File: config.mk
export PLATFORM = sky130hd
export DESIGN_NAME = fetch_unit
export DESIGN_NICKNAME = d
export VERILOG_FILES = /design/src/rtl/fetch_unit.sv
export SDC_FILE = /design/constraint.sdc
export NUM_CORES = 1
export LEC_CHECK = 0
export CAP_MARGIN = 40
export CORE_UTILIZATION = 35
export CTS_BUF_LIST = sky130_fd_sc_hd__clkbuf_4
export DETAILED_ROUTE_END_ITERATION = 12
export PLACE_DENSITY = 0.67
export SYNTH_ARGS = -nofsm -noshare
export SYNTH_HDL_FRONTEND = slang
export SYNTH_SLANG_ARGS = --single-unit
File: constraint.sdc
create_clock -name clock -period 17.9 [get_ports clock]
set_input_delay 3.58 -clock clock [delete_from_list [all_inputs] [get_ports clock]]
set_output_delay 3.58 -clock clock [all_outputs]
set_load 0.05 [all_outputs]
File: src/rtl/fetch_unit.sv
`default_nettype none
// ============================================================================
// Module      : fetch_unit
// Description : Instruction fetch stage. Owns the fetch PC, issues one
//               instruction-cache read at a time over a four-phase
//               read_enable/send_enable/send_complete handshake, buffers the
//               returned instructions in a small in-order queue and presents
//               them to decode over valid/ready. Redirects flush the queue and
//               retarget the PC; an in-flight cache transaction always runs to
//               completion and its result is dropped.
// Revision    : 1.0 - initial release
// ============================================================================
module fetch_unit #(
    parameter int unsigned            ADDR_WIDTH  = 64,
    parameter int unsigned            INSTR_WIDTH = 32,
    parameter logic [ADDR_WIDTH-1:0]  RESET_PC    = '0,
    parameter int unsigned            QUEUE_DEPTH = 2
) (
    input  logic                    clock,
    input  logic                    reset,
    input  logic                    redirect_valid,
    input  logic [ADDR_WIDTH-1:0]   redirect_pc,
    output logic                    icache_read_enable,
    output logic [ADDR_WIDTH-1:0]   icache_address,
    output logic [2:0]              icache_data_size,
    output logic                    icache_send_complete,
    input  logic                    icache_send_enable,
    input  logic [63:0]             icache_data,
    output logic                    if_valid,
    output logic [INSTR_WIDTH-1:0]  if_instr,
    output logic [ADDR_WIDTH-1:0]   if_pc,
    input  logic                    id_ready
);

    localparam int unsigned              c_ptr_w = $clog2(QUEUE_DEPTH);
    localparam int unsigned              c_cnt_w = c_ptr_w + 1;
    localparam logic [c_cnt_w-1:0]       c_depth = c_cnt_w'(QUEUE_DEPTH);
    localparam logic [ADDR_WIDTH-1:0]    c_step  = ADDR_WIDTH'(4);

    typedef enum logic [1:0] {
        F_IDLE = 2'd0,
        F_REQ  = 2'd1,
        F_ACK  = 2'd2
    } state_t;

    state_t                  state_q, state_d;
    logic [ADDR_WIDTH-1:0]   fetch_pc_q, fetch_pc_d;
    logic [ADDR_WIDTH-1:0]   req_addr_q;
    logic                    discard_q, discard_d;
    logic [c_ptr_w-1:0]      head_q, head_d;
    logic [c_ptr_w-1:0]      tail_q, tail_d;
    logic [c_cnt_w-1:0]      count_q, count_d;
    logic [ADDR_WIDTH-1:0]   pc_mem_q    [QUEUE_DEPTH];
    logic [INSTR_WIDTH-1:0]  instr_mem_q [QUEUE_DEPTH];

    logic                    w_push;
    logic                    w_pop;
    logic                    w_start;
    logic                    w_ack_exit;
    logic [ADDR_WIDTH-1:0]   w_redirect_target;
    logic                    unused_bits;

    assign w_redirect_target = {redirect_pc[ADDR_WIDTH-1:2], 2'b00};
    assign unused_bits       = ^{icache_data[63:INSTR_WIDTH], redirect_pc[1:0]};

    // Handshake outputs decoded from the state register only. The address is
    // held in its own register during a request so that a redirect arriving
    // mid-request never moves the address under the cache.
    assign icache_read_enable   = (state_q == F_REQ);
    assign icache_send_complete = (state_q == F_ACK);
    assign icache_address       = (state_q == F_REQ) ? req_addr_q : fetch_pc_q;
    assign icache_data_size     = 3'd4;

    assign if_valid = (count_q != '0);
    assign if_instr = if_valid ? instr_mem_q[head_q] : '0;
    assign if_pc    = if_valid ? pc_mem_q[head_q]    : '0;

    // A redirect overrides a decode pop in the same cycle.
    assign w_pop = if_valid && id_ready && !redirect_valid;

    // Next-state logic for the cache handshake, including capture strobes.
    always_comb begin
        state_d    = state_q;
        w_push     = 1'b0;
        w_start    = 1'b0;
        w_ack_exit = 1'b0;
        case (state_q)
            F_IDLE: begin
                if ((count_q < c_depth) && !redirect_valid) begin
                    state_d = F_REQ;
                    w_start = 1'b1;
                end
            end
            F_REQ: begin
                if (icache_send_enable) begin
                    state_d = F_ACK;
                    w_push  = !discard_q && !redirect_valid;
                end
            end
            F_ACK: begin
                if (!icache_send_enable) begin
                    state_d    = F_IDLE;
                    w_ack_exit = 1'b1;
                end
            end
            default: state_d = F_IDLE;
        endcase
    end

    // Next PC, discard flag and queue pointers; a redirect takes priority.
    always_comb begin
        fetch_pc_d = fetch_pc_q;
        discard_d  = discard_q;
        head_d     = head_q;
        tail_d     = tail_q;
        count_d    = count_q;

        if (w_ack_exit) begin
            discard_d = 1'b0;
            if (!discard_q) begin
                fetch_pc_d = fetch_pc_q + c_step;
            end
        end

        if (w_push) begin
            tail_d = tail_q + c_ptr_w'(1);
        end
        if (w_pop) begin
            head_d = head_q + c_ptr_w'(1);
        end
        count_d = count_q + c_cnt_w'(w_push) - c_cnt_w'(w_pop);

        if (redirect_valid) begin
            fetch_pc_d = w_redirect_target;
            head_d     = '0;
            tail_d     = '0;
            count_d    = '0;
            // Transaction still outstanding after this cycle: drop its result.
            if ((state_q == F_REQ) || ((state_q == F_ACK) && !w_ack_exit)) begin
                discard_d = 1'b1;
            end
        end
    end

    // State, PC and queue control registers.
    always_ff @(posedge clock) begin
        if (reset) begin
            state_q    <= F_IDLE;
            fetch_pc_q <= RESET_PC;
            req_addr_q <= RESET_PC;
            discard_q  <= 1'b0;
            head_q     <= '0;
            tail_q     <= '0;
            count_q    <= '0;
        end else begin
            state_q    <= state_d;
            fetch_pc_q <= fetch_pc_d;
            discard_q  <= discard_d;
            head_q     <= head_d;
            tail_q     <= tail_d;
            count_q    <= count_d;
            if (w_start) begin
                req_addr_q <= fetch_pc_q;
            end
        end
    end

    // Queue storage; contents are only visible through count, so no reset.
    always_ff @(posedge clock) begin
        if (w_push) begin
            pc_mem_q[tail_q]    <= fetch_pc_q;
            instr_mem_q[tail_q] <= icache_data[INSTR_WIDTH-1:0];
        end
    end

endmodule
`default_nettype wire
==> impl_metrics.env, run 1 <==
export IMPL_vias=11038
export IMPL_arrival_ps=3450
export IMPL_ys_seq_area_frac=0.5839
export IMPL_grt_pass1_wl_um=61030
export IMPL_yosys_warnings=0
export IMPL_relSlewSlack=0.4430
export IMPL_crit_required_ps=14320
export IMPL_core_area_um2=39820
export IMPL_ys_flop_type="edfxtp_1"
export IMPL_end_kind="primary output"
export IMPL_synthToLayoutAreaGrowth_pct=29.64
export IMPL_synthArstFlopShare=0
export IMPL_drive_above_1_share=0.1582
export IMPL_clkTransAtPathRegs_ps=70
export IMPL_dr_pass1_iters=5
export IMPL_ant_nets=0
export IMPL_layout_cells_most_common="clkdlybuf4s50_1"
export IMPL_cts_repair_resized=0
export IMPL_io_buffers=257
export IMPL_r2r_slack_ps=14550
export IMPL_grt_usage=0.1921
export IMPL_routedWlPerCell_um=18.45
export IMPL_final_setup_worst_slack_ps=10870
export IMPL_final_min_clock_period_ps=7028
export IMPL_place_hpwl_um=26630
export IMPL_clkLatencyLatePin_ps=780
export IMPL_ys_types=64
export IMPL_power_leakage_nw=6.075
export IMPL_synth_cells=1286
export IMPL_r2r_end="fetch_pc_q[57]"
export IMPL_reg2reg_depth=5
export IMPL_crit_end="if_pc[42]"
export IMPL_worstSetupPathType="reg -> out"
export IMPL_post_cts_buffers=0
export IMPL_cts_buffers=85
export IMPL_finalHoldViolations=0
export IMPL_fin_skew_ps=53.29
export IMPL_min_period_over_period=0.3926
export IMPL_synth_compound_area_frac=0.07924
export IMPL_initial_core_util=0.3564
export IMPL_synth_xor_area_frac=0.01974
export IMPL_gr_total_overflow=0
export IMPL_syn_avg_cell_area_um2=11.04
export IMPL_rows=73
export IMPL_synthMuxAreaShare=0.1137
export IMPL_drc=0
export IMPL_finalSetupViolCount=0
export IMPL_drt_vias_per_instance=5.122
export IMPL_finalNetCount=1692
export IMPL_crit_reg2reg_launch="fetch_pc_q[27]"
export IMPL_cts_hold_buf=0
export IMPL_hold_ws_ps=451.6
export IMPL_synth_top_family_by_area="simple AND/OR/NAND/NOR gates"
export IMPL_synth_edf_count=188
export IMPL_slew_viol_final=0
export IMPL_num_io_pins=299
export IMPL_cts_tree="yes"
export IMPL_power_per_cell_area_nw_per_um2=90.29
export IMPL_min_path_type="reg -> reg"
export IMPL_cts_buffer_depth=3
export IMPL_layout_common_cells="clkdlybuf4s50_1, edfxtp_1, nand2_1"
export IMPL_cts_htree_levels=3
export IMPL_cap_violations=0
export IMPL_outcome="finished, final reports clean"
export IMPL_die_y_um=203.4
export IMPL_grt_antenna_before_repair=5
export IMPL_yosys_area_share_adder=0.002644
export IMPL_dp_slack_ps=11200
export IMPL_tightestPinTransition_ps=835.4
export IMPL_setup_tns_ps=0
export IMPL_vdd_drop_max_mv=0.04187
export IMPL_rsz0062_at_grt="false"
export IMPL_drt_initial_drc_count=684
export IMPL_cp_max_fo=44
export IMPL_power_total_mw=1.662
export IMPL_syn_area_um2=14190
export IMPL_die_area_um2=41370
export IMPL_grt_max_degree=69
export IMPL_drt_total_wl_um=39760
export IMPL_start_kind="flip-flop"
export IMPL_ys_ff_latch=320
export IMPL_gp_congestion=0.7659
export IMPL_grt_pass1_vias=10899
export IMPL_clock_sinks=320
export IMPL_synth_simple_area_share=0.1671
export IMPL_clockRootBuffer="clkbuf_4"
export IMPL_max_freq_mhz=142.3
export IMPL_die_w_um=203.4
## how the worst min path moves through the flow
| stage | depth (start not counted) | slack, ps | startpoint | endpoint |
|---|---|---|---|---|
| floorplan | 0 | 420 | fetch_pc_q[43] | pc_mem_q[0][43] |
| global placement | 2 | 440 | req_addr_q[37] | req_addr_q[37] |
| detailed placement | 2 | 440 | req_addr_q[41] | req_addr_q[41] |
| CTS | 2 | 450 | req_addr_q[41] | req_addr_q[41] |
| global route | 2 | 470 | req_addr_q[41] | req_addr_q[41] |
| finish | 2 | 450 | req_addr_q[41] | req_addr_q[41] |
## through the flow
step,util,area [um^2],std cells
after CTS,0.4618,18390,2150
final,0.4621,18400,2155
after global placement,0.4315,17190,1988
after detailed placement,0.4341,17290,1994
after floorplan,-,14210,1291
after global routing,0.4620,18400,2154
## report_power, final
| part | switching, mW | total, mW | internal (mW) |
|---|---|---|---|
| logic | 0.117 | 0.190 | 0.0734 |
| registers | 0.0275 | 0.828 | 0.801 |
| clock network | 0.299 | 0.644 | 0.344 |
| total | 0.443 | 1.66 | 1.22 |
## synth_stat cells, drive strengths merged (17+ instances only)
cell	number	area, um^2
nand2	174	653.1
a211oi	18	140.1
mux2	58	653.1
a21oi	73	365.4
a311oi	18	157.7
dfxtp	132	2643
buf	31	151.4
nand3	28	150.1
edfxtp	188	5645
xnor2	18	157.7
nor3	19	122.6
mux2i	96	960.9
nor4	17	140.1
nor2	152	570.6
clkbuf	70	266.5
nand4	30	187.7
or4	20	157.7
## sequential cells by signal, indices dropped and copies added (netlist names), named ones only
| register | cells |
|---|---|
| count_q | 2 |
| discard_q | 1 |
| fetch_pc_q | 62 |
| head_q | 1 |
| instr_mem_q | 64 |
| pc_mem_q | 124 |
| req_addr_q | 62 |
| state_q | 2 |
| tail_q | 1 |
## critical path, cell delays in order (launching register included)
cell	delay, ps
dfxtp_4	860
buf_4	410
buf_16	290
mux2i_1	120
nor2_1	140
clkdlybuf4s50_1	820
## final cells by class
type | instances | area [um^2]
Antenna cell | 5 | 12.51
Clock buffer | 136 | 1021
Clock inverter | 20 | 81.33
Fill cell | 3728 | 21420
Inverter | 14 | 52.55
Multi-Input combinational cell | 856 | 5499
Sequential cell | 320 | 8292
Tap cell | 525 | 656.9
Timing Repair Buffer | 279 | 2788
## routing by layer
metal  vias up  track usage  share of wire
li1       5290            -              -
met3        55      0.04426          0.057
met5         -            0        0.00028
met1      5336       0.2525           0.45
met2       355       0.3096           0.48
met4         2      0.06740          0.016
## logic make-up after synthesis
family / Yosys count
multiplexers: 154
flip-flops: 320
buffers and inverters: 115
AND/OR/NAND/NOR: 492
XOR/XNOR: 32
other: 2
AO/OA/AOI/OAI: 168
adder cells (fa/ha/maj): 3
Note: power is estimated with default switching activity, not from simulation.
==> run 2, diff against run 1 <==
- PLACE_DENSITY: 0.67 -> 0.7
- clock period: 17.9 -> 6.4 ns (I/O delays scaled with it)
==> run 2 against run 1 <==
  * Wire length up 1.9%
  * Die area unchanged
  * Power grew to 2.8 times the previous value
  * Via count rose by 1.2%
  * Critical path type unchanged
  * First-iteration DRC count up 16%
  * Largest power group unchanged
  * Worst hold slack got worse by 0.74 ps
  * Highest routed layer is now met4
==> impl_metrics.env, run 2 (same netlist as run 1, synthesis figures left out) <==
export IMPL_hold_path_end="req_addr_q[33]"
export IMPL_outcome="finished, final reports clean"
export IMPL_reg2reg_depth=5
export IMPL_initial_core_util=0.3564
export IMPL_setup_tns_ps=0
export IMPL_layout_common_cells="clkdlybuf4s50_1, edfxtp_1, nand2_1"
export IMPL_clkTransAtPathRegs_ps=70
export IMPL_postLayoutCellArea_um2=18460
export IMPL_final_min_clock_period_ps=4521
export IMPL_seqPwrFrac=0.492
export IMPL_power_leakage_nw=6.076
export IMPL_grt_pass1_vias=10914
export IMPL_hp_start="req_addr_q[33]"
export IMPL_largest_reg_flops=124
export IMPL_nFillCells=3708
export IMPL_layout_cells_most_common="clkdlybuf4s50_1"
export IMPL_relSlewSlack=0.4365
export IMPL_r2r_slack_ps=3130
export IMPL_finalNetCount=1690
export IMPL_vdd_drop_max_mv=0.1648
export IMPL_die_w_um=203.4
export IMPL_cts_hold_buf=0
export IMPL_hold_depth=2
export IMPL_arrival_ps=3240
export IMPL_slew_viol_final=0
export IMPL_core_area_um2=39820
export IMPL_clock_sinks=320
export IMPL_top_regs="pc_mem_q x124, instr_mem_q x64"
export IMPL_grt_met2_usage=0.3114
export IMPL_pwr_share_clk=0.395
export IMPL_grt_max_degree=71
export IMPL_drt_initial_drc_count=795
export IMPL_rows=73
export IMPL_power_per_cell_area_nw_per_um2=255.3
export IMPL_finalSetupViolCount=0
export IMPL_p_sw_frac=0.2638
export IMPL_io_buffers=257
export IMPL_r2r_end="fetch_pc_q[57]"
export IMPL_switchingPower_mw=1.243
export IMPL_regMostFlops="pc_mem_q"
export IMPL_tightestPinTransition_ps=845.3
export IMPL_cap_violations=0
export IMPL_post_dp_cell_area_um2=17320
export IMPL_cp_max_fo=54
export IMPL_clockRootBuffer="clkbuf_4"
export IMPL_start_kind="flip-flop"
export IMPL_rsz0062_at_grt="false"
export IMPL_drive_above_1_share=0.1542
export IMPL_clkLatencyLatePin_ps=740
export IMPL_use_met3=0.04698
export IMPL_pwr_share_comb=0.113
export IMPL_grt_antenna_before_repair=1
export IMPL_ant_nets=0
export IMPL_gp_congestion=0.7751
export IMPL_cts_buffers=85
export IMPL_worstSetupPathType="reg -> out"
export IMPL_crit_required_ps=5120
export IMPL_die_area_um2=41370
export IMPL_vias=11170
export IMPL_die_y_um=203.4
export IMPL_end_kind="primary output"
export IMPL_crit_reg2reg_launch="fetch_pc_q[27]"
export IMPL_dr_pass1_iters=6
export IMPL_drt_vias_per_instance=5.203
export IMPL_place_hpwl_um=26170
export IMPL_routedWlPerCell_um=18.88
export IMPL_cts_buffer_depth=3
export IMPL_drc=0
export IMPL_drt_total_wl_um=40530
export IMPL_min_path_type="reg -> reg"
export IMPL_gr_total_overflow=0
export IMPL_grt_usage=0.1953
export IMPL_max_freq_mhz=221.2
export IMPL_post_cts_buffers=0
export IMPL_fin_skew_ps=31.95
export IMPL_top_usage_layer="met2"
export IMPL_cts_repair_resized=0
export IMPL_synthToLayoutAreaGrowth_pct=30.04
export IMPL_met1_usage=0.2572
export IMPL_cts_tree="yes"
export IMPL_num_io_pins=299
export IMPL_cts_htree_levels=3
export IMPL_min_period_over_period=0.7064
export IMPL_finalHoldViolations=0
export IMPL_p_int_mw=3.469
export IMPL_grt_pass1_wl_um=61930
[run 2: changes by cell type in the layout (fill, tap and decap cells not counted), sizes merged]
| cell | delta |
|---|---|
| bufinv | +2 |
| inv | -2 |
| buf | -2 |
| diode | -4 |
| clkinv | +1 |
| clkbuf | -3 |
[run 2: worst max path at each step]
| stage | end | slack, ps |
|---|---|---|
| detailed placement | fetch_pc_q[60] | 1970 |
| floorplan | instr_mem_q[0][0] | 210 |
| finish | if_pc[7] | 1880 |
| CTS | if_pc[21] | 1720 |
| global placement | fetch_pc_q[54] | 2050 |
| global route | if_pc[21] | 1670 |
[run 2: critical path, stage by stage (launching register included)]
cell,delay (ps)
dfxtp_4,840
buf_12,440
mux2i_1,140
nor2_1,180
clkdlybuf4s50_1,830
[run 2: layer usage]
layer | vias to the layer above | wire length [um]
met5 | - | 0
met4 | 0 | 862
met3 | 61 | 2725
met2 | 416 | 18970
met1 | 5425 | 17970
li1 | 5268 | -
[run 2: through the flow]
| step | setup WS (ps) | instances | util | hold slack, ps | total power, mW |
|---|---|---|---|---|---|
| CTS | 1720 | 2146 | 0.4635 | 453.3 | 4.780 |
| global route | 1675 | 2147 | 0.4635 | 473.7 | 4.934 |
| global placement | 2046 | 1985 | 0.4319 | 438.4 | 2.878 |
| finish | 1879 | 2147 | 0.4635 | 450.9 | 4.713 |
| floorplan | 205.7 | 1291 | - | 420.2 | 2.672 |
| detailed placement | 1969 | 1992 | 0.4350 | 442.8 | 2.896 |
[run 2: layout make-up]
type                       instances  area (um^2)  share of cell area
multi-input combinational        856         5499              0.2979
tap                              525        656.9             0.03559
clock buffer                     133        998.5             0.05409
sequential                       320         8292              0.4492
timing repair buffer             277         2823              0.1529
clock inverter                    21        135.1            0.007321
antenna                            1        2.502           0.0001356
inverter                          14        52.55            0.002847
[run 2: power groups by stage]
stage	clock [mW]	combinational [mW]	sequential, mW
after floorplan	0	0.347	2.33
after global placement	0	0.523	2.36
after detailed placement	0	0.535	2.36
after CTS	1.93	0.538	2.32
after global routing	2.04	0.566	2.33
final	1.86	0.535	2.32
==> run 3, diff against run 2 <==
- clock period: 6.4 -> 4 ns (I/O delays scaled with it)
==> run 3 against run 2 <==
  * Sequential power rose by 60%
  * Wire length rose by 1.1%
  * Clock-buffer cell count fell by 5
  * Utilization rose by 0.21 points
  * Non-clock buffer count rose by 11
  * Highest routed layer is now met5
==> impl_metrics.env, run 3 (same netlist as run 1, synthesis figures left out) <==
export IMPL_outcome="finished, final reports clean"
export IMPL_pwr_share_comb=0.113
export IMPL_cts_repair_resized=0
export IMPL_met1_usage=0.2616
export IMPL_cp_max_fo=25
export IMPL_switchingPower_mw=2.020
export IMPL_rsz0062_at_grt="false"
export IMPL_cts_htree_levels=3
export IMPL_gr_total_overflow=0
export IMPL_routedWlPerCell_um=18.93
export IMPL_setup_tns_ps=0
export IMPL_die_area_um2=41370
export IMPL_relSlewSlack=0.4369
export IMPL_p_int_mw=5.580
export IMPL_critPathBufInv=2
export IMPL_use_met3=0.04810
export IMPL_min_period_over_period=0.9484
export IMPL_largest_reg_flops=124
export IMPL_max_freq_mhz=263.6
export IMPL_dr_pass1_iters=5
export IMPL_clkLatencyLatePin_ps=750
export IMPL_gp_congestion=0.7933
export IMPL_hold_ws_ps=452.3
export IMPL_crit_family="buffers and inverters"
export IMPL_power_leakage_nw=6.130
export IMPL_grt_antenna_before_repair=4
export IMPL_die_y_um=203.4
export IMPL_core_area_um2=39820
export IMPL_finish_utilization=0.4657
export IMPL_fin_skew_ps=52.64
export IMPL_grt_pass1_wl_um=62680
export IMPL_grt_pass1_vias=11017
export IMPL_cp_cell_sequence="nor2b_4 > buf_4 > nand2_1 > o21ai_0 > clkdlybuf4s50_1"
export IMPL_rows=73
export IMPL_critical_path_max_stage_delay_ps=890
export IMPL_vias=11273
export IMPL_arrival_ps=2990
export IMPL_placedCellCount=2003
export IMPL_top_usage_layer="met2"
export IMPL_critPathLaunch="state_q[0]"
export IMPL_cp_slowest_cell="clkdlybuf4s50_1"
export IMPL_finalHoldViolations=0
export IMPL_tightestPinTransition_ps=844.7
export IMPL_finalNetCount=1703
export IMPL_io_buffers=257
export IMPL_final_min_clock_period_ps=3794
export IMPL_p_sw_frac=0.2658
export IMPL_slew_viol_final=0
export IMPL_drc=0
export IMPL_cts_hold_buf=0
export IMPL_cts_buffers=87
export IMPL_postLayoutCellArea_um2=18540
export IMPL_grt_max_degree=65
export IMPL_end_kind="primary output"
export IMPL_grt_usage=0.1968
export IMPL_layout_common_cells="clkdlybuf4s50_1, edfxtp_1, nand2_1"
export IMPL_grt_met2_usage=0.3114
export IMPL_regMostFlops="pc_mem_q"
export IMPL_finalSetupViolCount=0
export IMPL_synthToLayoutAreaGrowth_pct=30.64
export IMPL_cts_buffer_depth=3
export IMPL_ant_nets=0
export IMPL_layout_cells_most_common="clkdlybuf4s50_1"
export IMPL_drt_vias_per_instance=5.209
export IMPL_cap_violations=0
export IMPL_drive_above_1_share=0.1589
export IMPL_initial_core_util=0.3564
export IMPL_clkTransAtPathRegs_ps=60
export IMPL_start_kind="flip-flop"
export IMPL_seqPwrFrac=0.488
export IMPL_drt_total_wl_um=40960
export IMPL_crit_reg2reg_launch="fetch_pc_q[2]"
export IMPL_cts_tree="yes"
export IMPL_place_hpwl_um=27050
export IMPL_worstSetupPathType="reg -> out"
export IMPL_hp_start="req_addr_q[54]"
export IMPL_post_dp_cell_area_um2=17380
export IMPL_power_per_cell_area_nw_per_um2=409.8
export IMPL_crit_required_ps=3200
export IMPL_post_cts_buffers=0
export IMPL_die_w_um=203.4
export IMPL_clock_sinks=320
export IMPL_top_regs="pc_mem_q x124, instr_mem_q x64"
export IMPL_drt_initial_drc_count=637
export IMPL_min_path_type="reg -> reg"
export IMPL_clockRootBuffer="clkbuf_4"
export IMPL_num_io_pins=299
export IMPL_vdd_drop_max_mv=0.2148
export IMPL_final_cells=2164
export IMPL_pwr_share_clk=0.399
run 3: changes by cell type in the layout (fill, tap and decap cells not counted), moves of 2 or more:
cell / before / now
buf_4: 11 / 25
clkbuf_4: 133 / 128
clkinv_1: 14 / 19
buf_16: 2 / 0
diode_2: 1 / 3
run 3: cell type report:
| type | count | area, um^2 |
|---|---|---|
| antenna | 3 | 7.507 |
| clock buffer | 128 | 960.9 |
| clock inverter | 30 | 200.2 |
| fill | 3708 | 21280 |
| inverter | 14 | 52.55 |
| multi-input combinational | 856 | 5499 |
| sequential | 320 | 8292 |
| tap | 525 | 656.9 |
| timing repair buffer | 288 | 2875 |
run 3: final timing paths:
kind              cells past startpoint            endpoint  slack, ps
setup / recovery                      5  icache_address[21]        210
hold / removal                        2      req_addr_q[54]        450
setup reg to reg                      6      fetch_pc_q[42]       1110
hold reg to reg                       2      req_addr_q[54]        450
run 3: stage by stage:
| stage | setup WS, ps | total power [mW] |
|---|---|---|
| 4_1_cts | 145.7 | 7.702 |
| 3_3_place_gp | 526.1 | 4.617 |
| 3_5_place_dp | 543.8 | 4.636 |
| 5_1_grt | 56.43 | 7.936 |
| 6_report | 206.4 | 7.600 |
| 2_1_floorplan | -156.6 | 4.274 |
run 3: power by group through the flow:
stage                     Combinational, mW  Sequential, mW  Clock (mW)
final                                 0.861            3.71        3.03
after global routing                  0.911            3.72        3.30
after CTS                             0.863            3.70        3.13
after detailed placement              0.859            3.78           0
after global placement                0.850            3.77           0
after floorplan                       0.555            3.72           0
run 3: worst min-delay path: stages (launching register included):
cell	delay, ps
dfxtp_1	310
nand2_1	50
a21oi_1	50
run 3: routing by layer:
layer,part of all wire,vias up
li1,-,5312
met1,0.44,5498
met2,0.47,405
met3,0.071,56
met4,0.018,2
met5,0.00032,-
